## src/rtl/cpu_types_pkg.sv

```systemverilog
// Shared types for the cache/memory request path: word type, responder FSM states,
// default error load value and word alignment helper.
package cpu_types_pkg;

    typedef logic [31:0] word_t;

    typedef enum logic [2:0] {
        IDLE,
        DACC,
        IACC,
        DDONE,
        IDONE
    } memctl_state_t;

    localparam word_t ERR_WORD_DEFAULT = 32'hBAD1BAD1;

    // Word addresses ignore the byte offset bits.
    function automatic word_t word_align(input word_t a);
        return a & ~word_t'(32'h3);
    endfunction

endpackage

```

## src/rtl/mem_rr_arb.sv

```systemverilog
// Two-requester round-robin arbiter. req[0]/grant[0] = icache, req[1]/grant[1] = dcache.
// last=1 means the dcache won the previous completed access, so a tie goes to the icache.
module mem_rr_arb (
    input  logic [1:0] req,
    input  logic       last,
    output logic [1:0] grant
);

    always_comb begin
        grant = '0;
        case (req)
            2'b01:   grant = 2'b01;
            2'b10:   grant = 2'b10;
            2'b11:   grant = last ? 2'b01 : 2'b10;
            default: grant = '0;
        endcase
    end

endmodule

```

## src/rtl/cache_mem_responder.sv

```systemverilog
// Memory-side responder for the icache/dcache request interface: arbitrates single-word
// requests onto one variable-latency RAM port, one access in flight, with a RAM timeout.
module cache_mem_responder
    import cpu_types_pkg::*;
#(
    parameter int unsigned TIMEOUT  = 64,
    parameter word_t       ERR_WORD = ERR_WORD_DEFAULT
) (
    input  logic        CLK,
    input  logic        RST,
    input  logic        iREN,
    input  logic [31:0] iaddr,
    output logic        iwait,
    output logic [31:0] iload,
    input  logic        dREN,
    input  logic        dWEN,
    input  logic [31:0] daddr,
    input  logic [31:0] dstore,
    output logic        dwait,
    output logic [31:0] dload,
    output logic        ram_ren,
    output logic        ram_wen,
    output logic [31:0] ram_addr,
    output logic [31:0] ram_store,
    input  logic [31:0] ram_load,
    input  logic        ram_rdy,
    output logic        err
);

    localparam int unsigned CW = (TIMEOUT > 1) ? $clog2(TIMEOUT) : 1;

    memctl_state_t state, next_state;

    word_t         addr_q;
    word_t         store_q;
    logic          wr_q;
    logic [CW-1:0] cnt_q;
    word_t         iload_q;
    word_t         dload_q;
    logic          err_q;
    logic          last_d_q;

    logic [1:0]    req;
    logic [1:0]    grant;
    logic          in_acc;
    logic          timeout_hit;
    logic          dmatch;
    logic          imatch;

    assign req = {dREN | dWEN, iREN};

    mem_rr_arb u_arb (
        .req   (req),
        .last  (last_d_q),
        .grant (grant)
    );

    assign in_acc      = (state == DACC) || (state == IACC);
    assign timeout_hit = (cnt_q == CW'(TIMEOUT - 1));

    // A finished access is only handed back if the requester still wants exactly it.
    assign dmatch = (wr_q ? dWEN : (dREN & ~dWEN)) && (word_align(daddr) == addr_q);
    assign imatch = iREN && (word_align(iaddr) == addr_q);

    assign iwait = iREN & ~((state == IDONE) & imatch);
    assign dwait = (dREN | dWEN) & ~((state == DDONE) & dmatch);

    assign ram_ren   = in_acc & ~wr_q;
    assign ram_wen   = in_acc & wr_q;
    assign ram_addr  = addr_q;
    assign ram_store = store_q;
    assign iload     = iload_q;
    assign dload     = dload_q;
    assign err       = err_q;

    always_ff @(posedge CLK) begin
        if (RST) begin
            state <= IDLE;
        end else begin
            state <= next_state;
        end
    end

    always_comb begin
        next_state = state;
        case (state)
            IDLE: begin
                if (grant[1]) begin
                    next_state = DACC;
                end else if (grant[0]) begin
                    next_state = IACC;
                end
            end
            DACC: begin
                if (ram_rdy || timeout_hit) begin
                    next_state = DDONE;
                end
            end
            IACC: begin
                if (ram_rdy || timeout_hit) begin
                    next_state = IDONE;
                end
            end
            DDONE, IDONE: next_state = IDLE;
            default:      next_state = IDLE;
        endcase
    end

    always_ff @(posedge CLK) begin
        if (RST) begin
            addr_q   <= '0;
            store_q  <= '0;
            wr_q     <= 1'b0;
            cnt_q    <= '0;
            iload_q  <= '0;
            dload_q  <= '0;
            err_q    <= 1'b0;
            last_d_q <= 1'b0;
        end else begin
            case (state)
                IDLE: begin
                    if (grant[1]) begin
                        addr_q  <= word_align(daddr);
                        wr_q    <= dWEN;
                        store_q <= dstore;
                        cnt_q   <= '0;
                    end else if (grant[0]) begin
                        addr_q  <= word_align(iaddr);
                        wr_q    <= 1'b0;
                        cnt_q   <= '0;
                    end
                end
                DACC, IACC: begin
                    if (ram_rdy) begin
                        if (state == DACC) begin
                            dload_q <= ram_load;
                        end else begin
                            iload_q <= ram_load;
                        end
                        last_d_q <= (state == DACC);
                    end else if (timeout_hit) begin
                        err_q <= 1'b1;
                        if (state == DACC) begin
                            dload_q <= ERR_WORD;
                        end else begin
                            iload_q <= ERR_WORD;
                        end
                    end else begin
                        cnt_q <= cnt_q + CW'(1);
                    end
                end
                default: ;
            endcase
        end
    end

endmodule

```

## config.mk

```make
export PLATFORM = sky130hd
export DESIGN_NAME = cache_mem_responder
export DESIGN_NICKNAME = d
export VERILOG_FILES = /design/src/rtl/cpu_types_pkg.sv /design/src/rtl/mem_rr_arb.sv /design/src/rtl/cache_mem_responder.sv
export SDC_FILE = /design/constraint.sdc
export NUM_CORES = 1
export LEC_CHECK = 0
export ABC_AREA = 1
export CAP_MARGIN = 30
export CORE_MARGIN = 2
export CORE_UTILIZATION = 30
export CTS_BUF_LIST = sky130_fd_sc_hd__clkbuf_8
export DETAILED_ROUTE_END_ITERATION = 12
export DONT_BUFFER_PORTS = 1
export GPL_TIMING_DRIVEN = 0
export MAX_ROUTING_LAYER = met4
export PLACE_DENSITY = 0.49
export SLEW_MARGIN = 5
export SYNTH_ARGS = -nofsm -noshare
export SYNTH_HDL_FRONTEND = slang
export SYNTH_SLANG_ARGS = --single-unit
```

## constraint.sdc

```tcl
create_clock -name CLK -period 3.2 [get_ports CLK]
set_input_delay 0.64 -clock CLK [delete_from_list [all_inputs] [get_ports CLK]]
set_output_delay 0.64 -clock CLK [all_outputs]
set_load 0.01 [all_outputs]
```

==> key figures <==
Run status
  – Run status: finished, final reports clean

Synthesis
  – Synth Instances: 930
  – Flops & latches, synth: between 100 and 150
  – Post-synthesis mux area share: 0%
  – Synth Area in Compound Gates: 17.0%
  – Most frequent cell after synthesis: nor2_1
  – Cell type with the highest aggregate area in the netlist: dfxtp_1
  – YS warnings: 0
  – Number of flops mapped to enable cells by yosys: 0
  – Commonest cells post-synth: nor2_1 (192), nand2_1 (191), dfxtp_1 (138)
  – Syn_area_per_cell: 6.96 sq um
  – Netlist Area Pre-Place: between 0.006 and 0.007 sq mm
  – Synth async-reset ratio: 0%
  – Post-synthesis sequential area ratio: approximately 43%
  – Share of the synthesized area in the top cell type: 42.7%
  – Synth cell types: 35
  – Synth Area in Simple Gates: between 20 and 30%
  – Synth Area in Adders: less than 1%
  – Largest family of logic cells by synthesized area: simple AND/OR/NAND/NOR gates
  – Largest cells by area after synthesis: dfxtp_1 (43%), nor2_1 (11%), nand2_1 (11%)
  – Post-synth top flop: dfxtp_1
  – XOR/XNOR share of the synthesized area: between 4 and 5%

CTS
  – Post_cts resized: 0
  – Setup bufs post-CTS: 0
  – CTS sink cnt: approximately 140
  – Hold_buf cts: 0
  – CTS H-Tree Depth: 4
  – Clock root cell: clkbuf_8
  – Clk buf depth: 2
  – CTS clk-pin slew, worst paths: approximately 0.1 ns
  – Clk Latency, worst-skew pair: 0.46 ns
  – CTS buffer count: 17
  – CTS tree: built

Cells and area
  – Net count, final: between 1000 and 1500
  – Footprint of the multi-input gates: 0.00319 sq mm
  – Seq. cell area: 0.00276 sq mm
  – Layout cell share with drive strength beyond 1: between 10 and 15%
  – Fin cells: 1239
  – Fill cells: roughly 2400
  – Area Growth Syn to Fin: 11.7%

Pwr
  – VDD IR max: between 200 and 250 uV
  – Leakage: 0.00309 uW
  – Pwr/cell area: between 700 and 800 mW/mm^2

STA
  – Skew final: 0.0182 ns
  – Fin Setup TNS: 0 ns
  – # setup viols final: 0
  – Relative slew slack: around half
  – RSZ-0062 raised after global routing: false
  – Final hold viol count: 0
  – Minimum clock period: ~2.4 ns
  – Count of pins over their slew limit: 0
  – Worst slew pin tran: approximately 0.74 ns
  – Fin crit share: 76.6%
  – Fmax: about 400 MHz

Detailed routing
  – Residual DRC count: 0
  – WL final: slightly above 20000 um
  – DRT antenna net count: 0
  – Drt first pass iters: 4
  – DR WL/cell: 16.3 um
  – DR vias/cell: between 4 and 5
  – Initial drt markers: 231
  – DR vias: 5742

Worst setup path
  – CP endpoint kind: primary output
  – RR Startpoint: last_d_q
  – CP peak stage delay: approximately 0.48 ns
  – Worst Path Required: about 2.6 ns
  – Crit-path cells: inv_1, o21ai_0, nor2_1, nand2_1, nor2_1, nand2_1, nor2_1, nor2_1
  – CP Buf/Inv Count: 1
  – Most used cell, CP: nor2_1
  – Top Family by Delay on Critical Path: simple AND/OR/NAND/NOR gates
  – Critical path fanouts, max: 4
  – Crit path from: ram_addr[3]
  – WP data arrival: roughly 1.8 ns
  – Critical path type: register to primary output
  – Startpoint Class: register
  – Slowest cell on crit path: dfxtp_1

Global route
  – Initial antenna violation count: 1
  – All-Layer GR Usage: around 18%
  – First-pass GRT wire length: around 30000 um
  – Grt ovf: 0
  – Met3 Use GR: ~6%
  – Vias in the first global route: ~5400
  – Largest net degree at the start of global routing: 17
  – Met2 Use GR: between 20% and 30%
  – Global route hottest layer: met2
  – GR Layer Usage met1: roughly a fifth

Placed design
  – Placed Instances: roughly 1200
  – Count of input and output buffers: 0
  – Placer Congestion: ~0.8
  – HPWL after DPL: 15400 um

Floorplanning
  – Cell Rows: 53
  – Die Ht: ~150 um
  – I/O pin total: 267
  – Die X: 151 um
  – Core region area: around 0.021 sq mm
  – Die ar.: 0.0228 sq mm
  – Starting Density: a little under a third

Min path
  – HP Class: input pin to register
  – HP Start: daddr[17]

Run
  – Max Cap Violations: 0
power by group:
group | internal (uW) | switching [uW]
combinational | 574 | 1060
clock | 660 | 829
sequential | 2080 | 522
total | 3320 | 2410
cells in the final DEF (no fill, tap or decap), drive strengths merged, types with 2 or more instances in the layout:
master / synthesis / routed
nand4: 2 / 2
inv: 77 / 87
o21ai: 107 / 107
nand2: 210 / 210
o21bai: 2 / 2
clkinv: 1 / 3
or2: 3 / 3
a21oi: 99 / 99
conb: 1 / 2
nor2: 196 / 196
dfxtp: 138 / 138
xnor2: 11 / 11
nand3b: 4 / 4
clkbuf: 22 / 39
buf: 22 / 22
clkinvlp: 0 / 2
xor2: 22 / 22
nand3: 10 / 10
cell families after synthesis:
kind of cell | count (synthesis)
adders and majority gates | 1
other | 1
buffers and inverters | 122
AOI/OAI and AO/OA | 209
xor gates and xnor gates | 33
and+or+nand+nor | 426
DFF | 138
worst paths after layout:
kind	end	slack, ns	cells past startpoint
max	iwait	0.75	8
min	ram_addr[17]	0.32	2
max reg2reg	ram_store[26]	1.41	7
min reg2reg	cnt_q[0]	0.50	2
cell type report:
type	instances	share of cell area, %
multi-input combinational	671	44.1
sequential	138	38.2
tap	275	4.76
inverter	78	4.16
clock buffer	17	3.24
buffer	44	3.08
clock inverter	15	2.36
antenna	1	0.0346
through the flow:
step           total power, uW  util (%)  instance area [sq um]  hold WS [ns]  setup slack, ns
2_1_floorplan             3810         -                   6470         0.441             1.22
3_5_place_dp              4320      32.3                   6820         0.487            0.957
5_1_grt                   6180      34.3                   7220         0.286            0.575
3_3_place_gp              4310      32.3                   6820         0.489            0.964
4_1_cts                   5830      34.2                   7220         0.281            0.687
6_report                  5730      34.3                   7220         0.324            0.750
routing by layer:
layer	part of all wire, %	vias up	wire, um
met5	0	-	0
met4	0.91	0	185
met3	9.0	12	1810
met2	48	182	9700
met1	42	2573	8550
li1	-	2975	-
state kept, by name (all words and copies together) (netlist names):
signal     cells
ram_store     32
iload         32
cnt_q          6
err            1
wr_q           1
ram_addr      30
dload         32
last_d_q       1
state          3
(Power assumes the default switching activity.)
==> edit 1 (config.mk and constraints unchanged) <==
The parameter `TIMEOUT` goes from 64 to 32.
--- a/src/rtl/cache_mem_responder.sv
+++ b/src/rtl/cache_mem_responder.sv
@@ -3,7 +3,7 @@
 module cache_mem_responder
     import cpu_types_pkg::*;
 #(
-    parameter int unsigned TIMEOUT  = 64,
+    parameter int unsigned TIMEOUT  = 32,
     parameter word_t       ERR_WORD = ERR_WORD_DEFAULT
 ) (
     input  logic        CLK,
Function: same outputs for any inputs over 4 cycles, from zero or initial values and one cycle with RST high; that may be too few to reach the edited logic, so the function may still have changed.
==> edit 1 against the original RTL <==
  * First-iteration DRC count grew 3.9%
  * Sequential cell count is 1 lower
  * Final cell count shrank 3.0%
  * Critical path type unchanged
  * Final area is 2.4% lower
  * Combinational power is 3% lower
  * Total power down 2.3%
  * Largest power group unchanged
  * Largest cell class unchanged
  * Wire length decreased by 2.9%
  * Synthesized area decreased by 2.3%
  * Worst setup slack worse by 0.016 ns
==> edit 1: results (changes against the original RTL) <==
stage	metric	value	unit	change
outcome	status	complete, no violations		
sta	final clock skew	0.0121	ns	-0.00609 ns
sta	Slew @ Worst Pin	0.613	ns	-0.130 ns
cells_and_area	Fill cells	2278		-3.2%
cells_and_area	Layout Cells excl Fill	1202		-3.0%
placement	GPL Wtd Cong	0.886		+13%
drt	DR WL met2	9.03	mm	-6.9%
drt	Metal-1 WL	8.59	mm	+0.48%
synthesis	synth cell count leaders	nand2_1, dfxtp_1, a21oi_1		
synthesis	Post-Synth XOR/XNOR Area	4.57	%	+0.10 points
power	leakage	3.11	nW	+0.39%
grt	first-pass GRT wire length	29.2	mm	-2.7%
drt	First DRT Iteration DRCs	240		+3.9%
drt	DR pass1 iterations	5		+1
placement	post-DP HPWL	14.5	mm	-5.9%
synthesis	Seq/Total Area, Yosys	43.4	%	+0.67 points
drt	final WL	19.7	mm	-2.9%
cells_and_area	antenna cells	0		-1
worst_setup_path	WP data arrival	1.83	ns	+0.02 ns
power	total net switching power	2.32	mW	-4.0%
clock_tree	later-pin clock latency in the skew report	0.44	ns	-0.02 ns
power	peak supply drop	0.254	mV	+13%
grt	grt met1 use	21.7	%	+0.80 points
cells_and_area	fraction of layout cells with a size suffix above 1	9.17	%	-1.8 points
synthesis	synthesized area per cell	7.07	um2	+1.7%
synthesis	most frequent cell after synthesis	nand2_1		
grt	global-route usage over all layers	17.5	%	-0.40 points
synthesis	Synth Area in Compound Gates	20.0	%	+3.0 points
synthesis	top cells by area, synth	dfxtp_1, nand2_1, a21oi_1, o21ai_0, nor2_1		
placement	Setup Slack @ Placement	0.991	ns	+0.0334 ns
power	clock network power	1.42	mW	-5%
drt	Vias/cell	4.63		about the same
grt	initial antenna violation count	0		-1
grt	met2 usage	26.9	%	-2.5 points
edit 1: path summary, 6_finish.rpt:
path / from / cells past startpoint / endpoint / slack (ns)
worst max register to register: cnt_q[0]$_SDFFE_PP0P_ / 11 / iload[22]$_SDFFE_PP0P_ / 1.42
worst min-delay path: daddr[18] / 2 / ram_addr[18]$_SDFFE_PP0P_ / 0.34
worst min register to register: cnt_q[3]$_SDFFE_PP0P_ / 2 / cnt_q[3]$_SDFFE_PP0P_ / 0.47
worst max-delay path: ram_addr[21]$_SDFFE_PP0P_ / 7 / dwait / 0.73
edit 1: layout make-up:
class / count / share of cell area, %
Buffer: 44 / 3.69
Tap cell: 275 / 4.88
Inverter: 98 / 5.41
Clock inverter: 15 / 2.02
Multi-Input combinational cell: 616 / 41.8
Sequential cell: 137 / 38.9
Clock buffer: 17 / 3.32
==> edit 2 (config.mk and constraints unchanged) <==
Without the edit above. Encoding of `memctl_state_t`: now Gray code (3 bits for 5 states).
--- a/src/rtl/cpu_types_pkg.sv
+++ b/src/rtl/cpu_types_pkg.sv
@@ -5,11 +5,11 @@
     typedef logic [31:0] word_t;
 
     typedef enum logic [2:0] {
-        IDLE,
-        DACC,
-        IACC,
-        DDONE,
-        IDONE
+        IDLE  = 3'b000,
+        DACC  = 3'b001,
+        IACC  = 3'b011,
+        DDONE = 3'b010,
+        IDONE = 3'b110
     } memctl_state_t;
 
     localparam word_t ERR_WORD_DEFAULT = 32'hBAD1BAD1;
Behaviour: same outputs for any inputs over 4 cycles, from zero or initial values and one cycle with RST high; so few cycles prove little.
==> edit 2 against the original RTL <==
  * Final area decreased by 4.0%
  * Synthesized area is 3.9% lower
  * Clock skew is 0.0021 ns higher
  * Final cell count decreased by 3.0%
  * Largest power group unchanged
  * Total power down 18%
  * Wire length grew 3.3%
  * Worst setup slack worse by 0.079 ns
  * Sequential cell count did not move
  * Sequential power down 13%
==> edit 2: results (changes against the original RTL) <==
stage	metric	value	unit	change
outcome	status	complete, no violations		
worst_setup_path	WP data arrival	1.89	ns	+0.08 ns
clock_tree	post-CTS setup buffer count	0		unchanged
synthesis	Post-Synth XOR/XNOR Area	4.09	%	-0.38 points
drt	Vias/cell	4.77		+3.0%
cells_and_area	antenna cells	0		-1
sta	fin crit share	79.0	%	+2.5 points
clock_tree	Root Buffer Master	clkbuf_8		
grt	largest net degree at the start of global routing	17		unchanged
power	peak supply drop	0.268	mV	+19%
grt	vias in the first global route	5445		+1.5%
clock_tree	CTS Buf Count	17		unchanged
worst_setup_path	crit path max fanout	5		+1
drt	DR pass1 iterations	5		+1
grt	first-pass GRT wire length	31.3	mm	+4.4%
drt	First DRT Iteration DRCs	228		-1.3%
synthesis	top cells by area, synth	dfxtp_1, nor2_1, nand2_1, a21oi_1, o21ai_1		
synthesis	mux share of post-synthesis cell area	0	%	unchanged
grt	global-route usage over all layers	19.1	%	+1.2 points
synthesis	Synth Area in Compound Gates	17.6	%	+0.63 points
cells_and_area	fraction of layout cells with a size suffix above 1	9.01	%	-2.0 points
placement	GPL Wtd Cong	0.817		+4.5%
clock_tree	clock tree buffer depth	2		unchanged
synthesis	Yosys warning total	0		unchanged
synthesis	Post-Synth Adder-Cell Area	0.201	%	+0.0079 points
placement	post-DP HPWL	16.0	mm	+3.6%
synthesis	Seq/Total Area, Yosys	44.4	%	+1.7 points
clock_tree	clk slew on worst S/H paths	0.10	ns	about the same
power	leakage	2.89	nW	-6.6%
clock_tree	hold buffers post-CTS	0		unchanged
clock_tree	post_cts resized	0		unchanged
sta	final clock skew	0.0202	ns	+0.00209 ns
drt	final WL	20.9	mm	+3.3%
sta	Slew Limit Fails	0		unchanged
sta	Slew @ Worst Pin	0.650	ns	-0.0940 ns
synthesis	Yosys cell types	32		-8.6%
cells_and_area	nets@finish	1054		-2.9%
grt	initial antenna violation count	0		-1
synthesis	synth cell count leaders	nor2_1, nand2_1, dfxtp_1		
synthesis	ys async rst share	0	%	unchanged
synthesis	Top FF cell, synth	dfxtp_1		
clock_tree	later-pin clock latency in the skew report	0.45	ns	
placement	IO buf count	0		unchanged
==> edit 2: cell types whose count changed after synthesis, sizes merged, moves of 4 or more <==
cell / unedited run / this run
a21oi: 99 / 94
buf: 22 / 26
inv: 77 / 63
nand2: 210 / 183
nand3: 10 / 19
nor3: 1 / 5
o21ai: 107 / 116
==> edit 2: stage by stage <==
step,power [mW],cells,setup WS [ns],area (um2),hold WS [ns]
2_1_floorplan,3.02,900,1.22,6220,0.463
3_3_place_gp,3.33,1170,0.934,6560,0.486
3_5_place_dp,3.33,1170,0.924,6560,0.490
4_1_cts,4.76,1202,0.591,6930,0.287
5_1_grt,5.00,1202,0.414,6930,0.281
6_report,4.69,1202,0.671,6930,0.320
==> edit 2: cell families after synthesis <==
kind of cell,Yosys count
compound gates,214
xor+xnor,29
fa+ha+maj,1
buf+inv,108
flops,138
other cells,1
simple gates,408
==> edit 2: report_power, final <==
group / internal [mW] / switching, mW
logic: 0.357 / 0.649
registers: 1.94 / 0.329
clock network: 0.629 / 0.788
==> edit 2: final timing paths <==
path,start,to,cells past startpoint,slack (ns)
setup reg to reg,state[2]$_SDFFE_PP0P_,dload[16]$_SDFFE_PP0P_,5,1.42
setup / recovery,ram_addr[26]$_SDFFE_PP0P_,iwait,9,0.67
hold reg to reg,cnt_q[0]$_SDFFE_PP0P_,cnt_q[0]$_SDFFE_PP0P_,2,0.51
hold / removal,daddr[9],ram_addr[9]$_SDFFE_PP0P_,2,0.32
==> edit 2: per-layer routing <==
| layer | vias up | wire length (um) | part of all wire, % | track usage [%] |
|---|---|---|---|---|
| li1 | 2911 | - | - | - |
| met1 | 2621 | 8870 | 42 | 22.2 |
| met2 | 191 | 9730 | 47 | 30.8 |
| met3 | 15 | 2110 | 10 | 8.18 |
| met4 | 0 | 207 | 0.99 | 4.29 |
| met5 | - | 0 | 0 | - |
==> edit 2: final cells by class <==
class,count,area (um2)
Inverter,63,236
Tap cell,270,338
Clock buffer,17,234
Sequential cell,138,2760
Fill cell,2294,13400
Buffer,45,220
Multi-Input combinational cell,654,3000
Clock inverter,15,141
==> edit 2: critical path: stages, from the launching register on <==
cell,delay [ns]
dfxtp_1,0.48
inv_1,0.11
nand2_1,0.10
o21ai_0,0.08
nor2_1,0.14
nand2_1,0.07
nor2_1,0.16
nand2_1,0.09
nor2_1,0.12
nor2_1,0.10
